--- src/rtl/ms_countdown_if.sv ---
// ms_countdown_if: control and status bundle for the down-counting game timer.
//   load/preset/start/stop : commands from the game logic (master -> slave)
//   q                      : remaining count
//   running/done           : state levels (RUN / DONE)
//   expire                 : one-cycle pulse on reaching zero
//   warn                   : low-time warning while RUN or PAUSE
// There is no valid/ready handshake on this bundle. Each command is a level
// that the timer samples on every rising clock edge, and every status output
// is valid in every cycle.
interface ms_countdown_if #(
  parameter int BIT = 10
);
  logic           load;
  logic [BIT-1:0] preset;
  logic           start;
  logic           stop;
  logic [BIT-1:0] q;
  logic           running;
  logic           done;
  logic           expire;
  logic           warn;

  modport master (
    output load, preset, start, stop,
    input  q, running, done, expire, warn
  );

  modport slave (
    input  load, preset, start, stop,
    output q, running, done, expire, warn
  );
endinterface

--- src/rtl/ms_countdown.sv ---
// ms_countdown: down-counting game timer with pause/resume and expiry flags.
// The timer loads a preset, then decrements once every DIV clocks while in RUN.
// Ports:
//   clk   : system clock, rising edge
//   clr   : synchronous active-high reset (q=N, IDLE)
//   bus   : ms_countdown_if slave (commands in, count/status out)
//   state : debug view of the FSM (0=IDLE 1=RUN 2=PAUSE 3=DONE)
module ms_countdown #(
  parameter int N      = 600,
  parameter int BIT    = 10,
  parameter int DIV    = 50000000,
  parameter int DIVBIT = 26,
  parameter int WARN   = 10
) (
  input  logic         clk,
  input  logic         clr,
  ms_countdown_if.slave bus,
  output logic [1:0]   state
);

  typedef enum logic [1:0] {
    IDLE  = 2'd0,
    RUN   = 2'd1,
    PAUSE = 2'd2,
    DONE  = 2'd3
  } state_t;

  localparam logic [BIT-1:0]    N_V      = BIT'(N);
  localparam logic [BIT-1:0]    WARN_V   = BIT'(WARN);
  localparam logic [BIT-1:0]    ONE_V    = BIT'(1);
  localparam logic [DIVBIT-1:0] DIV_LAST = DIVBIT'(DIV - 1);

  state_t            st_q, st_d;
  logic [BIT-1:0]    q_q, q_d;
  logic [DIVBIT-1:0] pre_q, pre_d;
  logic              exp_q, exp_d;

  always_ff @(posedge clk) begin
    if (clr) begin
      st_q  <= IDLE;
      q_q   <= N_V;
      pre_q <= '0;
      exp_q <= 1'b0;
    end else begin
      st_q  <= st_d;
      q_q   <= q_d;
      pre_q <= pre_d;
      exp_q <= exp_d;
    end
  end

  always_comb begin
    st_d  = st_q;
    q_d   = q_q;
    pre_d = pre_q;
    exp_d = 1'b0;
    if (bus.load) begin
      // Presets above N saturate so the count never exceeds N.
      q_d   = (bus.preset > N_V) ? N_V : bus.preset;
      pre_d = '0;
      st_d  = IDLE;
    end else begin
      case (st_q)
        IDLE: begin
          // stop outranks start, so start+stop leaves IDLE unchanged.
          if (bus.start && !bus.stop && q_q != '0) begin
            st_d  = RUN;
            pre_d = '0;
          end
        end
        RUN: begin
          // stop outranks a terminal count: the prescaler stays at DIV-1,
          // so the step completes on the first edge after resuming.
          if (bus.stop) begin
            st_d = PAUSE;
          end else if (pre_q == DIV_LAST) begin
            pre_d = '0;
            q_d   = q_q - ONE_V;
            if (q_q == ONE_V) begin
              st_d  = DONE;
              exp_d = 1'b1;
            end
          end else begin
            pre_d = pre_q + 1'b1;
          end
        end
        PAUSE: begin
          if (bus.start && !bus.stop) st_d = RUN;
        end
        default: ;  // DONE: only load or clr leaves
      endcase
    end
  end

  assign bus.q       = q_q;
  assign bus.running = (st_q == RUN);
  assign bus.done    = (st_q == DONE);
  assign bus.expire  = exp_q;
  assign bus.warn    = ((st_q == RUN) || (st_q == PAUSE)) &&
                       (q_q != '0) && (q_q <= WARN_V);
  assign state       = st_q;

endmodule
--- src/flat_wrapper.sv ---
// flat-port wrapper written by rule: the top's interface ports become plain ports
module ms_countdown_flat 
#(
  parameter int N      = 600,
  parameter int BIT    = 10,
  parameter int DIV    = 50000000,
  parameter int DIVBIT = 26,
  parameter int WARN   = 10
)
  (clk, clr, state, bus_load, bus_preset, bus_start, bus_stop, bus_q, bus_running, bus_done, bus_expire, bus_warn);
  ms_countdown_if #(.BIT(BIT)) bus_i ();
  input  logic clk;
  input  logic clr;
  output logic [1:0] state;
  input wire logic [$bits(bus_i.load)-1:0] bus_load;
  input wire logic [$bits(bus_i.preset)-1:0] bus_preset;
  input wire logic [$bits(bus_i.start)-1:0] bus_start;
  input wire logic [$bits(bus_i.stop)-1:0] bus_stop;
  output wire logic [$bits(bus_i.q)-1:0] bus_q;
  output wire logic [$bits(bus_i.running)-1:0] bus_running;
  output wire logic [$bits(bus_i.done)-1:0] bus_done;
  output wire logic [$bits(bus_i.expire)-1:0] bus_expire;
  output wire logic [$bits(bus_i.warn)-1:0] bus_warn;
  assign bus_i.load = bus_load;
  assign bus_i.preset = bus_preset;
  assign bus_i.start = bus_start;
  assign bus_i.stop = bus_stop;
  assign bus_q = bus_i.q;
  assign bus_running = bus_i.running;
  assign bus_done = bus_i.done;
  assign bus_expire = bus_i.expire;
  assign bus_warn = bus_i.warn;
  ms_countdown #(.N(N), .BIT(BIT), .DIV(DIV), .DIVBIT(DIVBIT), .WARN(WARN)) u_core (.clk(clk), .clr(clr), .bus(bus_i), .state(state));
endmodule
--- config.mk ---
export PLATFORM = sky130hd
export DESIGN_NAME = ms_countdown_flat
export DESIGN_NICKNAME = d
export VERILOG_FILES = /design/src/rtl/ms_countdown_if.sv /design/src/rtl/ms_countdown.sv /design/src/flat_wrapper.sv
export SDC_FILE = /design/constraint.sdc
export NUM_CORES = 1
export LEC_CHECK = 0
export CAP_MARGIN = 0
export CORE_MARGIN = 2
export CORE_UTILIZATION = 30
export CTS_CLUSTER_DIAMETER = 200
export DETAILED_ROUTE_END_ITERATION = 6
export PLACE_DENSITY_LB_ADDON = 0.25
export SYNTH_ARGS = -nofsm -noshare
export SYNTH_HDL_FRONTEND = slang
export SYNTH_SLANG_ARGS = --single-unit
--- constraint.sdc ---
create_clock -name clk -period 4.9 [get_ports clk]
set_input_delay 0.49 -clock clk [delete_from_list [all_inputs] [get_ports clk]]
set_output_delay 0.49 -clock clk [all_outputs]
set_load 0.03 [all_outputs]
==> metrics.yaml <==
finish:
  area_growth_pct: 19.4
  stdcell_area_um2: 2880
  layout-drive-gt1-share: 0.0726
  fill_cells: 816
  multi_input_area_um2: 1530
  final_nets: 339
  seqCellArea_um2: 781
  diodes: 0
sta:
  drv_slew: 0
  max_freq_ghz: 0.379
  fin_skew_ns: 0.00908
  rsz0062_at_grt: "false"
  fin_crit_ns: 2.64
  finalCritPeriodShare: 0.539
  final.setup.tns_ns: 0
  maxSlewHeadroom: 0.344
  setup_slack_ns: 2.26
  setup_viol: 0
  finalHoldViolCount: 0
  worst_slew_pin_slew_ns: 0.977
power:
  finalPower_uw: 635
  seq_power_share: 0.520
  peakVddDrop_v: 0.0000840
  clock_power_share: 0.343
  p_int_uw: 460
  pwr-share-comb: 0.137
  p_sw_frac: 0.276
  switchingPower_uw: 175
  leakagePower_uw: 0.000953
  power_density_nw_per_um2: 221
setup_path:
  crit_type: "reg2out"
  crit_buf_inv: 2
  crit_path_start_kind: "register"
  cp_data_arrival_time_ns: 2.15
  critical_path_required_ns: 4.41
  reg2reg_depth: 7
  cp-end-kind: "primary output"
  cpPeakStageDelay_ns: 0.66
  crit_fanout: 7
  critical-path-top-delay-family: "buffers and inverters"
  r2r_end: "u_core.pre_q[15]$_SDFFE_PP0P_"
  regToRegSetupSlack_ns: 2.29
  path_cells: "inv_1 -> ha_1 -> a21oi_1 -> o2111a_1 -> clkdlybuf4s50_1"
  critPathSlowestCell: "clkdlybuf4s50_1"
  reg2reg_from: "u_core.bus.q[1]$_SDFFE_PP0P_"
clock_network:
  cts_setup_buffers: 0
  htreeDepth: 2
  insertion_delay_ns: 0.29
  cts_resized: 0
  cts.sinks: 39
  clkTransAtPathRegs_ns: 0.08
  cts_tree: "done"
  clockBufferDepth: 2
  cts-buffers-inserted: 5
  clockRootBuffer: "clkbuf_8"
  hold_buffers: 0
outcome:
  outcome: "finished clean"
detailed_routing:
  via_per_inst: 5.41
  vias: 2265
  routed_wl_um: 6060
  dr.pass1.iters: 4
  drc: 0
  avgRoutedWirePerCell_um: 14.5
  drt-initial-drc-count: 133
  antenna_left: 0
synth:
  synth_top_area_share: 0.324
  netlist_top_cells_area: "dfxtp_1, xor2_1, nor2_1"
  syn_avg_cell_area_um2: 8.31
  ys_ff_latch: 39
  synth.largest_area_cell: "dfxtp_1"
  synth-edff-count: 0
  async_reset_ff_frac: 0
  seq_area_frac_synth: 0.324
  syn-num-nets: 313
  ys_types: 64
  synth_ff_type: "dfxtp_1"
  yosysWarningCount: 0
  post-synth-top-count-cell: "dfxtp_1"
  syn-cell-area_um2: 2410
  synth_commonest_cells: "dfxtp_1, nor2_1, xor2_1"
  netlist_instances: 290
global_routing:
  overflow: 0
  grt_pass1_vias: 2134
  antenna_found_initial: 0
  grt_max_degree: 24
  grt_pass1_wl_um: 10200
  grt_use_total: 0.145
worst_hold_path:
  hold_start: "u_core.pre_q[1]$_SDFFE_PP0P_"
  min_delay_path_depth: 2
  worstHoldEndpoint: "u_core.pre_q[1]$_SDFFE_PP0P_"
  hp-class: "reg2reg"
placed_design:
  dpl_cell_area_um2: 2790
  place.gp.congestion: 0.786
  port_buffers: 30
  dp_slack_ns: 2.05
  dp_hpwl_um: 4380
run:
  maxCapViolCount: 0
floorplanning:
  io_pins: 31
  fp.dieW_um: 93.6
  placement_rows: 32
  start_util: 0.310
  coreArea_um2: 7770
  die-area_um2: 8760
  fp.dieH_um: 93.6
[routing by layer]
metal	wire length [um]	global-route usage	part of all wire	vias up
met2	2690	0.230	0.44	41
li1	-	-	-	1142
met1	3040	0.196	0.50	1075
met5	0	0	0	-
met3	258	0.0298	0.043	7
met4	66	0.0483	0.011	0
[worst register-to-register path: stages (launching register included)]
cell and delay, ns:
dfxtp_1 0.37, inv_1 0.13, ha_1 0.24, or3b_2 0.54
o41a_4 0.51, nor2_4 0.19, o21ai_2 0.24, o21ba_2 0.34
[flip-flops by register name (all words and copies together), names as in the netlist]
signal / cells
u_core.pre_q: 26
u_core.bus.expire: 1
u_core.state: 2
u_core.bus.q: 10
[power groups by stage]
stage	sequential, uW	clock [uW]	combinational (uW)
after floorplan	345	0	45.5
after global placement	338	0	86.1
after detailed placement	338	0	86.5
after CTS	330	225	86.8
after global routing	332	234	94.8
final	330	218	86.7
[layout by cell type (no fill, tap or decap), drive strengths merged, types with 10 or more instances in the layout]
cell	n
nor2	37
o21ai	12
nand3	10
clkdlybuf4s50	30
inv	12
nand4	12
nor3	11
xor2	17
nand2	16
dfxtp	39
[worst max-delay path by stage]
stage	from	end	slack (ns)	cells past startpoint
finish	u_core.bus.q[0]$_SDFFE_PP0P_	bus_warn	2.26	5
floorplan	u_core.state[0]$_SDFFE_PP0P_	u_core.pre_q[17]$_SDFFE_PP0P_	2.39	8
CTS	u_core.bus.q[0]$_SDFFE_PP0P_	bus_warn	2.24	5
global placement	bus_load	u_core.pre_q[20]$_SDFFE_PP0P_	2.21	5
global route	u_core.bus.q[1]$_SDFFE_PP0P_	u_core.pre_q[15]$_SDFFE_PP0P_	2.05	7
detailed placement	bus_load	u_core.pre_q[20]$_SDFFE_PP0P_	2.05	5
[kinds of logic (layout without fill, tap and decap cells)]
group                      Yosys count  after routing  synth area share
AOI/OAI and AO/OA                   74             74             0.238
xor gates and xnor gates            20             20            0.0727
adders and majority gates            8              8            0.0416
buffers and inverters               24             51            0.0410
DFF                                 39             39             0.324
muxes                                1              1           0.00416
and+or+nand+nor                    124            124             0.278
[area by class of cell]
cell class	count	share of cell area
Inverter	12	0.0157
Tap cell	102	0.0444
Clock inverter	2	0.00435
Timing Repair Buffer	31	0.107
Sequential cell	39	0.272
Clock buffer	6	0.0252
Multi-Input combinational cell	227	0.532
[per-stage QoR]
step,utilization,instances,hold WS (ns)
6_report,0.370,419,0.512
4_1_cts,0.370,419,0.512
5_1_grt,0.370,419,0.553
2_1_floorplan,-,290,0.463
3_3_place_gp,0.359,411,0.500
3_5_place_dp,0.359,411,0.499
(Power assumes the default switching activity.)
